==> config.mk <==
export PLATFORM = sky130hd
export DESIGN_NAME = drive_sequencer
export DESIGN_NICKNAME = d
export VERILOG_FILES = /design/src/rtl/drive_pkg.sv /design/src/rtl/cruise_pwm_gen.sv /design/src/rtl/drive_sequencer.sv
export SDC_FILE = /design/constraint.sdc
export NUM_CORES = 1
export LEC_CHECK = 0
export CORE_MARGIN = 4
export CORE_UTILIZATION = 50
export DETAILED_ROUTE_END_ITERATION = 16
export PLACE_DENSITY_LB_ADDON = 0.15
export SLEW_MARGIN = 15
export SYNTH_ARGS = -nofsm -noshare
export SYNTH_HDL_FRONTEND = slang
export SYNTH_SLANG_ARGS = --single-unit
==> constraint.sdc <==
create_clock -name clk_1mhz -period 4.9 [get_ports clk_1mhz]
set_input_delay 1.47 -clock clk_1mhz [delete_from_list [all_inputs] [get_ports clk_1mhz]]
set_output_delay 1.47 -clock clk_1mhz [all_outputs]
set_load 0.03 [all_outputs]
==> src/rtl/drive_pkg.sv <==
// Shared definitions for the drive sequencer and its helpers.
//   drive_state_t   : sequencer state, 3-bit encoding visible on the state port
//   US_PER_MS       : clk_1mhz cycles per millisecond tick
//   DEFAULT_*       : cruise PWM period/duty, also used by the decelerator
package drive_pkg;

  typedef enum logic [2:0] {
    IDLE   = 3'd0,
    CRUISE = 3'd1,
    DECEL  = 3'd2,
    HOLD   = 3'd3,
    FAULT  = 3'd4
  } drive_state_t;

  localparam int unsigned US_PER_MS           = 1000;
  localparam int unsigned DEFAULT_PERIOD_US   = 100;
  localparam int unsigned DEFAULT_CRUISE_DUTY = 75;

endpackage

==> src/rtl/cruise_pwm_gen.sv <==
// Period/duty counter for cruise-speed PWM.
//   clk_1mhz  : 1 MHz clock
//   reset     : synchronous, active-high
//   en        : advance the period counter
//   clr       : synchronous clear of the period counter (wins over en)
//   pwm_level : unregistered level for the current count (cnt < CRUISE_DUTY)
// CRUISE_DUTY = 0 gives constant low; CRUISE_DUTY >= PERIOD_US gives constant high.
module cruise_pwm_gen
  import drive_pkg::*;
#(
  parameter int unsigned PERIOD_US   = DEFAULT_PERIOD_US,
  parameter int unsigned CRUISE_DUTY = DEFAULT_CRUISE_DUTY
) (
  input  logic clk_1mhz,
  input  logic reset,
  input  logic en,
  input  logic clr,
  output logic pwm_level
);

  localparam int unsigned CNT_W = $clog2(PERIOD_US + 1);

  logic [CNT_W-1:0] cnt;

  always_ff @(posedge clk_1mhz) begin
    if (reset || clr) begin
      cnt <= '0;
    end else if (en) begin
      if (cnt == CNT_W'(PERIOD_US - 1)) cnt <= '0;
      else                              cnt <= cnt + 1'b1;
    end
  end

  assign pwm_level = (32'(cnt) < CRUISE_DUTY);

endmodule

==> src/rtl/drive_sequencer.sv <==
// Speed sequencer for the RC drive motor: IDLE -> CRUISE -> DECEL -> HOLD -> IDLE,
// with FAULT reachable from estop, decel timeout or a decelerator that never starts.
//   clk_1mhz, reset            : 1 MHz clock, synchronous active-high reset
//   go, estop                  : synchronous level inputs
//   obstacle                   : asynchronous sensor, synchronised and debounced here
//   decel_done/active/pwm      : status and PWM from the decelerator block
//   decel_start, decel_clear   : decelerator start and synchronous re-arm
//   motor_pwm                  : registered motor drive
//   state, stopped             : current state encoding, high in IDLE/HOLD
module drive_sequencer
  import drive_pkg::*;
#(
  parameter int unsigned PERIOD_US        = DEFAULT_PERIOD_US,
  parameter int unsigned CRUISE_DUTY      = DEFAULT_CRUISE_DUTY,
  parameter int unsigned DEBOUNCE_US      = 1000,
  parameter int unsigned STOP_HOLD_MS     = 500,
  parameter int unsigned DECEL_TIMEOUT_MS = 1500
) (
  input  logic       clk_1mhz,
  input  logic       reset,
  input  logic       go,
  input  logic       obstacle,
  input  logic       estop,
  input  logic       decel_done,
  input  logic       decel_active,
  input  logic       decel_pwm,
  output logic       decel_start,
  output logic       decel_clear,
  output logic       motor_pwm,
  output logic [2:0] state,
  output logic       stopped
);

  localparam int unsigned DB_W   = $clog2(DEBOUNCE_US + 1);
  localparam int unsigned PS_W   = $clog2(US_PER_MS);
  localparam int unsigned MS_MAX = (STOP_HOLD_MS > DECEL_TIMEOUT_MS) ? STOP_HOLD_MS
                                                                      : DECEL_TIMEOUT_MS;
  localparam int unsigned MS_W   = $clog2(MS_MAX + 1);

  drive_state_t     cur;
  logic             obs_s1, obs_s2, obstacle_q;
  logic [DB_W-1:0]  db_cnt;
  logic [PS_W-1:0]  presc;
  logic             ms_tick;
  logic [MS_W-1:0]  ms_cnt;
  logic [1:0]       ent_cnt;
  logic             active_seen;
  logic             pwm_level;
  logic             decel_timeout;
  logic             decel_no_start;

  assign state = cur;

  // Synchroniser and debounce: obstacle_q follows obs_s2 only after
  // DEBOUNCE_US consecutive cycles of disagreement.
  always_ff @(posedge clk_1mhz) begin
    if (reset) begin
      obs_s1     <= 1'b0;
      obs_s2     <= 1'b0;
      obstacle_q <= 1'b0;
      db_cnt     <= '0;
    end else begin
      obs_s1 <= obstacle;
      obs_s2 <= obs_s1;
      if (obs_s2 == obstacle_q) begin
        db_cnt <= '0;
      end else if (db_cnt == DB_W'(DEBOUNCE_US - 1)) begin
        obstacle_q <= obs_s2;
        db_cnt     <= '0;
      end else begin
        db_cnt <= db_cnt + 1'b1;
      end
    end
  end

  // Free-running millisecond timebase.
  always_ff @(posedge clk_1mhz) begin
    if (reset || presc == PS_W'(US_PER_MS - 1)) presc <= '0;
    else                                        presc <= presc + 1'b1;
  end

  assign ms_tick = (presc == PS_W'(US_PER_MS - 1));

  cruise_pwm_gen #(
    .PERIOD_US   (PERIOD_US),
    .CRUISE_DUTY (CRUISE_DUTY)
  ) u_cruise_pwm (
    .clk_1mhz  (clk_1mhz),
    .reset     (reset),
    .en        (cur == CRUISE),
    .clr       (cur != CRUISE),
    .pwm_level (pwm_level)
  );

  // ent_cnt reaches 3 in the fourth DECEL cycle; no decel_active by then is a fault.
  assign decel_timeout  = (ms_cnt == MS_W'(DECEL_TIMEOUT_MS));
  assign decel_no_start = (ent_cnt == 2'd3) && !active_seen && !decel_active;

  // Outputs are registered alongside the state they belong to.
  always_ff @(posedge clk_1mhz) begin
    if (reset) begin
      cur         <= IDLE;
      motor_pwm   <= 1'b0;
      decel_start <= 1'b0;
      decel_clear <= 1'b1;
      stopped     <= 1'b0;
      ms_cnt      <= '0;
      ent_cnt     <= '0;
      active_seen <= 1'b0;
    end else if (estop) begin
      cur         <= FAULT;
      motor_pwm   <= 1'b0;
      decel_start <= 1'b0;
      decel_clear <= 1'b1;
      stopped     <= 1'b0;
    end else begin
      case (cur)
        IDLE: begin
          motor_pwm   <= 1'b0;
          decel_start <= 1'b0;
          decel_clear <= 1'b1;
          stopped     <= 1'b1;
          if (go && !obstacle_q) begin
            cur     <= CRUISE;
            stopped <= 1'b0;
          end
        end
        CRUISE: begin
          motor_pwm   <= pwm_level;
          decel_start <= 1'b0;
          decel_clear <= 1'b1;
          stopped     <= 1'b0;
          if (obstacle_q || !go) begin
            cur         <= DECEL;
            motor_pwm   <= 1'b0;
            decel_start <= 1'b1;
            decel_clear <= 1'b0;
            ms_cnt      <= '0;
            ent_cnt     <= '0;
            active_seen <= 1'b0;
          end
        end
        DECEL: begin
          motor_pwm   <= decel_pwm;
          decel_start <= 1'b1;
          decel_clear <= 1'b0;
          stopped     <= 1'b0;
          if (ms_tick && !decel_timeout) ms_cnt  <= ms_cnt + 1'b1;
          if (ent_cnt != 2'd3)           ent_cnt <= ent_cnt + 1'b1;
          if (decel_active)              active_seen <= 1'b1;
          if (decel_done) begin
            cur         <= HOLD;
            motor_pwm   <= 1'b0;
            decel_start <= 1'b0;
            decel_clear <= 1'b1;
            stopped     <= 1'b1;
            ms_cnt      <= '0;
          end else if (decel_timeout || decel_no_start) begin
            cur         <= FAULT;
            motor_pwm   <= 1'b0;
            decel_start <= 1'b0;
            decel_clear <= 1'b1;
          end
        end
        HOLD: begin
          motor_pwm   <= 1'b0;
          decel_start <= 1'b0;
          decel_clear <= 1'b1;
          stopped     <= 1'b1;
          if (ms_tick && ms_cnt != MS_W'(STOP_HOLD_MS)) ms_cnt <= ms_cnt + 1'b1;
          if (ms_cnt == MS_W'(STOP_HOLD_MS)) cur <= IDLE;
        end
        default: begin
          cur         <= FAULT;
          motor_pwm   <= 1'b0;
          decel_start <= 1'b0;
          decel_clear <= 1'b1;
          stopped     <= 1'b0;
        end
      endcase
    end
  end

endmodule

## Word-level counts from Yosys, hierarchy flattened

Index checks and enable logic that the tools add are counted.

| storage, ports and cells | value |
|---|---|
| latch bits | 0 |
| bits in writable memories | 0 |
| input bits | 8 |
| output and inout bits | 7 |
| logic and storage cells | 107 |
| register bits after elaboration | 51 |
| ROM bits | 0 |
| memories kept | 0 |

| cells by class | value |
|---|---|
| magnitude comparators | 1 |
| mux-type cells | 34 |
| multipliers | 0 |
| reductions and logical operators | 25 |
| add/sub/neg operators | 5 |
| bitwise operators | 2 |
| eq/ne operators | 25 |
| shifts and indexed selects | 0 |
| div/mod/pow operators | 0 |

Operators with widths:

| cell | count |
|---|---|
| 2-to-1 mux 11 bit | 4 |
| case mux 11 bit (3 select lines) | 1 |
| adder 10 x 1 -> 10 bit, second input constant | 2 |
| equality test 10 bit, second input constant | 2 |
| 2-to-1 mux 3 bit | 6 |
| AND reduction 4 bit | 4 |
| != test 3 bit, second input constant | 5 |
| != test 2 bit, second input constant | 7 |
| 2-to-1 mux 1 bit | 13 |
| case mux 3 bit (4 select lines) | 1 |
| adder 11 x 1 -> 11 bit, second input constant | 1 |
| equality test 11 bit, second input constant | 1 |
| equality test 11 x 9 -> 1 bit, second input constant | 1 |
| != test 11 x 9 -> 1 bit, second input constant | 1 |
| case mux 1 bit (2 select lines) | 4 |
| adder 7 x 1 -> 7 bit, second input constant | 1 |
| equality test 7 bit, second input constant | 1 |
| less-than comparator 7 bit, second input constant | 1 |
| 2-to-1 mux 7 bit | 1 |
| equality test 3 x 2 -> 1 bit, second input constant | 2 |
| logical AND 1 bit | 5 |
| zero test 1 bit | 5 |
| AND reduction 5 bit | 1 |
| logical OR 1 bit | 4 |
| 16 further kinds | 18 |

## Logic depth before layout (Yosys ltp)

| logic depth | value |
|---|---|
| depth in word-level cells | 8 |
| depth in mapped cells | 8 |
| mapped depth without buffers | 7 |

## Cells and area by module

Synthesis repeated with hierarchy kept, for this count alone.

| second synthesis, totals | value |
|---|---|
| cells, all modules | 307 |
| area, all modules | 2700.1 um^2 |

Modules (own cells, without submodules):

| module | area each (um^2) | seq. area each (um^2) | instances | cells an instance |
|---|---|---|---|---|
| drive_sequencer | 2319.7 | 880.8 | 1 | 266 |
| cruise_pwm_gen | 380.4 | 140.1 | 1 | 41 |

## Worst setup path after synthesis

No wires, ideal clock.

| path | value |
|---|---|
| kind | input-to-reg |
| start | input port estop |
| end | register ms_cnt[3] |
| required time | 4.768 ns |
| path buffers | 2 |
| data arrival time | 2.849 ns |
| library setup time | 0.132 ns |
| cell stages on the path | 7 |
| slack | 1.920 ns |
| cells stage by stage | buf_2 -> or3b_4 -> nor4_4 -> o2bb2ai_1 -> buf_6 -> o311ai_2 -> o41ai_2 |

| on the way | value |
|---|---|
| word-level cells in the longest chain between the ends | 2 |

Ends and longest elaborated chain:

| item | line | text |
|---|---|---|
| from (decl) | drive_sequencer.sv:23 | `input logic estop,` |
| NOT 1 bit (no source line) | -- |  |
| AND reduction 5 bit (no source line) | -- |  |
| to (signal assigned) | drive_sequencer.sv:148 | `if (ms_tick && !decel_timeout) ms_cnt <= ms_cnt + 1'b1;` |
| to (signal assigned) | drive_sequencer.sv:170 | `if (ms_tick && ms_cnt != MS_W'(STOP_HOLD_MS)) ms_cnt <= ms_cnt + 1'b1;` |
| to (decl) | drive_sequencer.sv:45 | `logic [MS_W-1:0] ms_cnt;` |

Every way passes these cells.
A chain may end at the register's enable or synchronous reset.

## Final worst setup path

| path | value |
|---|---|
| start | input port estop |
| end | register ms_cnt[10] |

The elaborated chain is that of the path after synthesis.

==> results.md <==
* Max VDD drop at 0.191 mV
* Worst Tran Pin Value at 0.975 ns
* Post-Syn Area at 0.00263 sq mm
* Yosys warns at 0
* CP Data Arrival Time at 3.62 ns
* Post-CTS resize count at 0
* Antenna viol nets, final at 0
* Synth Area in Compound Gates at 0.176
* HPWL after DPL at 3.64 mm
* Setup TNS at 0 ns
* Vias in the first global route at 1958
* Minimum clock period at 3.43 ns
* WP data required at 5.09 ns
* Die H at 80.5 um
* Antenna violations before repair at 0
* # diodes at 0
* Total routed wirelength at 5.14 mm
* Global-route met2 utilization at 0.276
* Gpl congestion at 0.766
* R2R setup slack at 2.56 ns
* Hold Buf Count CTS at 0
* MaxCap Viol Count at 0
* Crit path cell chain: clkdlybuf4s50_1 > or3b_4 > nor4_4 > o2bb2ai_1 > o311ai_0 > o21ai_1
* Outcome: finished, final reports clean
* IO buf count at 14
* Post-Synth Adder-Cell Area at 0.0286
* Most used DFF post-synth: dfxtp_1
* Startpoint types: input pin
* Largest family of logic cells by synthesized area: simple AND/OR/NAND/NOR gates
* Final Cycle Share at 0.700
* Post-Syn Nets at 306
* CTS Buf Count at 5
* Synth Area in XOR/XNOR at 0.0667
* M3 GR Usage at 0.0381
* Starting Density at 0.514
* Most frequent cells in the layout: dfxtp_1, nor2_1, nand2_1
* Final hold violations at 0
* CP Class: in2reg
* Core ar. at 0.00511 sq mm
* Routed WL per cell at 13.8 um
* Most Crowded Layer GR: met2
* Global Route met1 Usage at 0.224
* TritonRoute pass-1 iters at 4
* Pre-CTS setup slack at 1.17 ns
* Top cells by area, synth: dfxtp_1, nor2_1, xor2_1
* H-tree lvl count at 2
* Worst slew margin at 0.350
* Hold Crit Class: reg2reg
* Worst Setup SP: estop
* Setup Viol. Count Final at 0
* Layout cells sized above 1 at 0.0957
* P_leak at 1.05 nW
* First-pass GRT wire length at 8.82 mm
* DRC viols at 0
* Nets at 316
* Max Freq at 0.292 GHz
* Reg2reg start: state[1]
* CP max-delay cell: clkdlybuf4s50_1
* # fillers at 489
* FFs w/ async S/R, synth at 0
* Slew Limit Fails at 0
* Routed vias at 2070
* Clock-pin slew on the worst setup and hold paths at 0.09 ns
* Synth top area share at 0.389
* Yosys cell types at 58
* #FFs+latches synth at 51
* Vias per cell at 5.55
* Worst skew pair latency at 0.30 ns
* RSZ-0062 raised after global routing: false
* Clock Path Buffers at 2
* Cell taking the most area after synthesis: dfxtp_1
* Syn_area_per_cell at 9.00 sq um
* PnR worst setup slack at 1.47 ns
* Mux cell area share after synthesis at 0.00762
* Pin count of the biggest net entering global routing at 22
* I/O pins at 15
* Register area share after synthesis at 0.389
* Clk root buf: clkbuf_8
* Overall power at 0.717 mW
* DRT iter0 DRCs at 115
* CP max stage delay at 0.57 ns
* Crit path max fanout at 11
* Number of synthesized flops with an enable pin at 0
* Worst Hold Launch: obs_s1
* Grt ovf at 0
* Syn Inst Count at 292
* Full die area at 0.00648 sq mm
* Die X at 80.5 um
* CTS Sinks at 51
* Commonest non-fill, non-tap cell in the layout: dfxtp_1
* Simple-Gate Fraction of Synth Area at 0.289
* Pwr Density at 250 mW/mm^2
* Area delta synth->final at 9.10%
* Worst clock skew at 0.00264 ns
* Total GRT Usage at 0.173
* CTS tree: done
* Setup bufs post-CTS at 0
* # rows at 26
* Setup crit end kind: register
[final timing paths]
kind,cells past startpoint,to
worst min register to register,1,obs_s2
worst max-delay path,6,ms_cnt[10]
worst max register to register,5,ms_cnt[10]
worst min-delay path,1,obs_s2
[cell type report]
cell class | instances | area [sq um] | share of cell area
clock buffers | 6 | 72.6 | 0.0253
clock inverters | 2 | 12.5 | 0.00436
inverters | 9 | 33.8 | 0.0118
multi-input cells | 220 | 1490 | 0.520
flip-flops and latches | 51 | 1020 | 0.356
well taps | 70 | 87.6 | 0.0306
repair buffers | 15 | 148 | 0.0515
[power by group]
part           leakage, nW  switching (mW)  internal [mW]  total (mW)
Clock               0.0412           0.136          0.100       0.236
Combinational        0.594          0.0315         0.0224      0.0539
Sequential           0.413         0.00802          0.420       0.428
[cell families after synthesis]
logic type / after synthesis
simple gates: 133
compound gates: 59
flops: 51
buf+inv: 21
xor+xnor: 20
fa+ha+maj: 6
mux: 2
[Yosys cell counts, types with 2 or more instances]
cell      number
nor3b_1        3
nand3b_1       3
mux2i_1        2
nand2_1       20
a211oi_1       2
o21ai_0       10
nor3_1         7
o31ai_1        6
or3_1          6
nor4_4         2
buf_2          3
a21oi_1       12
ha_1           6
and2_1         4
buf_6          2
clkbuf_1       3
dfxtp_1       51
nor2_1        40
o311ai_2       3
buf_1          2
o311ai_1       3
o21ai_1        4
nand2b_1       3
xnor2_1        5
nor2b_1        4
o41ai_2        3
xor2_1        15
a31oi_1        3
nand3_1        8
nand4_1       11
and3_1        10
nor4_1         2
inv_1          9
[registers in the layout, summed over array words and instances (netlist names)]
name / flops
active_seen: 1
obs_s2: 1
stopped: 1
obs_s1: 1
u_cruise_pwm.cnt: 7
obstacle_q: 1
motor_pwm: 1
state: 3
decel_start: 1
decel_clear: 1
db_cnt: 10
ent_cnt: 2
presc: 10
ms_cnt: 11
[metrics by stage]
stage | utilization | instance area [sq um] | hold slack [ns] | cells
3_5_place_dp | 0.545 | 2780 | 0.434 | 365
3_3_place_gp | 0.545 | 2780 | 0.427 | 365
2_1_floorplan | - | 2630 | 0.413 | 292
5_1_grt | 0.561 | 2870 | 0.463 | 373
6_report | 0.561 | 2870 | 0.451 | 373
4_1_cts | 0.561 | 2870 | 0.457 | 373
[per-layer routing]
layer | vias to the layer above | share of wire
met3 | 2 | 0.044
met4 | 0 | 0.0072
met1 | 957 | 0.49
li1 | 1073 | -
met2 | 38 | 0.46
met5 | - | 0
[worst max-delay path, delay by kind of cell]
kind / cells / cell delay [ns]
AOI/OAI and AO/OA: 3 / 0.90
buffers and inverters: 1 / 0.57
and+or+nand+nor: 2 / 0.68
Power figures use the tool's default switching activity.
==> variant, RTL diff (same settings) <==
Register the output `stopped` once more, without a reset; this adds one clock of latency there. The other outputs are not delayed to match.
--- a/src/rtl/drive_sequencer.sv
+++ b/src/rtl/drive_sequencer.sv
@@ -37,4 +37,6 @@
                                                                       : DECEL_TIMEOUT_MS;
   localparam int unsigned MS_W   = $clog2(MS_MAX + 1);
+
+  logic stopped_s0;
 
   drive_state_t     cur;
@@ -104,5 +106,5 @@
       decel_start <= 1'b0;
       decel_clear <= 1'b1;
-      stopped     <= 1'b0;
+      stopped_s0  <= 1'b0;
       ms_cnt      <= '0;
       ent_cnt     <= '0;
@@ -113,5 +115,5 @@
       decel_start <= 1'b0;
       decel_clear <= 1'b1;
-      stopped     <= 1'b0;
+      stopped_s0  <= 1'b0;
     end else begin
       case (cur)
@@ -120,8 +122,8 @@
           decel_start <= 1'b0;
           decel_clear <= 1'b1;
-          stopped     <= 1'b1;
+          stopped_s0  <= 1'b1;
           if (go && !obstacle_q) begin
             cur     <= CRUISE;
-            stopped <= 1'b0;
+            stopped_s0 <= 1'b0;
           end
         end
@@ -130,5 +132,5 @@
           decel_start <= 1'b0;
           decel_clear <= 1'b1;
-          stopped     <= 1'b0;
+          stopped_s0  <= 1'b0;
           if (obstacle_q || !go) begin
             cur         <= DECEL;
@@ -145,5 +147,5 @@
           decel_start <= 1'b1;
           decel_clear <= 1'b0;
-          stopped     <= 1'b0;
+          stopped_s0  <= 1'b0;
           if (ms_tick && !decel_timeout) ms_cnt  <= ms_cnt + 1'b1;
           if (ent_cnt != 2'd3)           ent_cnt <= ent_cnt + 1'b1;
@@ -154,5 +156,5 @@
             decel_start <= 1'b0;
             decel_clear <= 1'b1;
-            stopped     <= 1'b1;
+            stopped_s0  <= 1'b1;
             ms_cnt      <= '0;
           end else if (decel_timeout || decel_no_start) begin
@@ -167,5 +169,5 @@
           decel_start <= 1'b0;
           decel_clear <= 1'b1;
-          stopped     <= 1'b1;
+          stopped_s0  <= 1'b1;
           if (ms_tick && ms_cnt != MS_W'(STOP_HOLD_MS)) ms_cnt <= ms_cnt + 1'b1;
           if (ms_cnt == MS_W'(STOP_HOLD_MS)) cur <= IDLE;
@@ -176,5 +178,5 @@
           decel_start <= 1'b0;
           decel_clear <= 1'b1;
-          stopped     <= 1'b0;
+          stopped_s0  <= 1'b0;
         end
       endcase
@@ -182,4 +184,8 @@
   end
 
+  always_ff @(posedge clk_1mhz) begin
+    stopped <= stopped_s0;
+  end
+
 endmodule
 
Behaviour: not the same (a bounded check fails within 4 cycles, from zero or initial values and one cycle with reset high).
==> variant against the unedited design <==
Total power up 3.5%; global-route usage about the same; sequential share of layout area up 0.34 points; routed wire length down 0.74%; sequential power up 2%; non-clock buffer count unchanged; worst setup slack worse by 20 ps; cell area up 1.0%; first-iteration DRC count up 9.6%; synthesized area up 0.76%; sequential cell count up 1; synthesized cell count up 0.34%; count of clock-buffer cells in the layout up 1; critical path type unchanged.
==> variant: results (changes against the unedited design) <==
GRT
  • First-pass GRT wire length: 9080 microns (was 8818 microns)
  • Vias in the first global route: 1966 (was 1958)
  • Overall global routing resource usage: 0.1727 (was 0.1731)

STA
  • Slew margin rel.: 0.2962 (was 0.3503)
  • Final Skew: 6.519 ps (was 2.637 ps)

Worst setup path
  • R2R Setup Slk: 2520 ps (was 2560 ps)
  • Critical Path AT: 3640 ps (was 3620 ps)
  • Slowest CP cell: clkdlybuf4s50_1 (unchanged)
  • Max incr delay on CP: 570 ps (about the same)
  • R2r worst-path depth: 5 (unchanged)

Yosys
  • Syn Nets: 307 (was 306)
  • Synth area leaders: dfxtp_1 39%, nor2_1 5.7%, xor2_1 5.0%, ha_1 2.8%, nand2_1 2.8% (was dfxtp_1 39%, nor2_1 5.7%, xor2_1 5.0%, ha_1 2.9%, nand2_1 2.9%)
  • Post-synthesis sequential area ratio: 0.3932 (was 0.3886)
  • Top cells by count, synth: 52 x dfxtp_1, 40 x nor2_1, 20 x nand2_1 (was 51 x dfxtp_1, 40 x nor2_1, 20 x nand2_1)

Route
  • Routed met1 length: 2602 microns (was 2525 microns)
  • Met3 routed WL: 153 microns (was 225 microns)
  • Initial DRC Count: 126 (was 115)
  • Vias: 2059 (was 2070)
  • DR WL met2: 2313 microns (was 2352 microns)
  • Wirelength per Cell: 13.64 microns (was 13.78 microns)

Clock tree
  • Setup Buffers After CTS: 0 (unchanged)
  • Root Driver: clkbuf_8 (unchanged)
  • Clk buf depth: 2 (unchanged)
  • Clock buffer count from CTS: 5 (unchanged)

Final layout
  • Nets: 317 (was 316)
  • Fillers: 495 (was 489)
  • Share of cells above drive strength 1: 0.09539 (was 0.09571)

Power and ir drop
  • Lkg Pwr: 1.059 nW (was 1.048 nW)
  • Worst VDD drop: 165.5 uV (was 190.6 uV)

Hold path
  • Worst Hold End: stopped$_DFF_P_ (was obs_s2$_SDFF_PP0_)
  • Worst hold start: stopped_s0$_SDFF_PP0_ (was obs_s1$_SDFF_PP0_)
  • Hold path depth: 0 (was 1)

Place
  • Final HPWL from detailed placement: 3546 microns (was 3639 microns)
  • DP Area: 2801 sq um (was 2781 sq um)
  • IO buf count: 14 (unchanged)
  • Routability cong.: 0.7918 (was 0.7663)

Run status
  • Status: finished, final reports clean (unchanged)
## variant: cell count changes after synthesis
cell | unedited run | this run
dfxtp_1 | 51 | 52
## variant: kinds of logic after synthesis
group           after synthesis  share of synthesized area
compound gates               59                     0.1749
xor+xnor                     20                    0.06616
fa+ha+maj                     6                    0.02835
buf+inv                      21                    0.04347
flops                        52                     0.3932
mux                           2                   0.007562
simple gates                133                     0.2864
## variant: critical path, delay by kind of cell
kind,cells,cell delay (ps)
AO/OA/AOI/OAI,3,930
AND/OR/NAND/NOR,2,670
buffers and inverters,1,570
## variant: per-layer routing
| layer | GRT usage | vias to the layer above |
|---|---|---|
| li1 | - | 1076 |
| met1 | 0.2359 | 950 |
| met2 | 0.2732 | 31 |
| met3 | 0.03659 | 2 |
| met4 | 0.05405 | 0 |
| met5 | 0 | - |
## variant: worst max path at each step
stage | start | to
floorplan | estop | ms_cnt[3]$_SDFFE_PP0P_
global placement | estop | ms_cnt[10]$_SDFFE_PP0P_
detailed placement | estop | ms_cnt[10]$_SDFFE_PP0P_
CTS | estop | ms_cnt[10]$_SDFFE_PP0P_
global route | estop | ms_cnt[10]$_SDFFE_PP0P_
finish | estop | ms_cnt[10]$_SDFFE_PP0P_
## variant: final cells by class
type                    count  area [sq um]  share of cell area
multi-input cells         220          1491              0.5151
inverters                   9         33.78             0.01167
clock buffers               7         86.33             0.02982
repair buffers             15         147.6             0.05099
well taps                  70         87.58             0.03025
clock inverters             1         7.507            0.002593
flip-flops and latches     52          1041              0.3596
## variant: through the flow
stage / hold slack (ps) / setup slack [ps] / utilization / std cells
after floorplan: 309.6 / 1920 / - / 293
after global placement: 310.2 / 1140 / 0.5485 / 366
after detailed placement: 328.2 / 1133 / 0.5485 / 366
after CTS: 349.7 / 1464 / 0.5669 / 374
after global routing: 361.6 / 1258 / 0.5669 / 374
final: 350.0 / 1450 / 0.5669 / 374
## variant: power by group
| group | total [mW] | internal, mW | leakage [nW] | switching, mW |
|---|---|---|---|---|
| sequential | 0.437 | 0.428 | 0.421 | 0.00823 |
| clock | 0.252 | 0.115 | 0.0445 | 0.137 |
| combinational | 0.0534 | 0.0223 | 0.594 | 0.0311 |
| total | 0.742 | 0.566 | 1.06 | 0.177 |
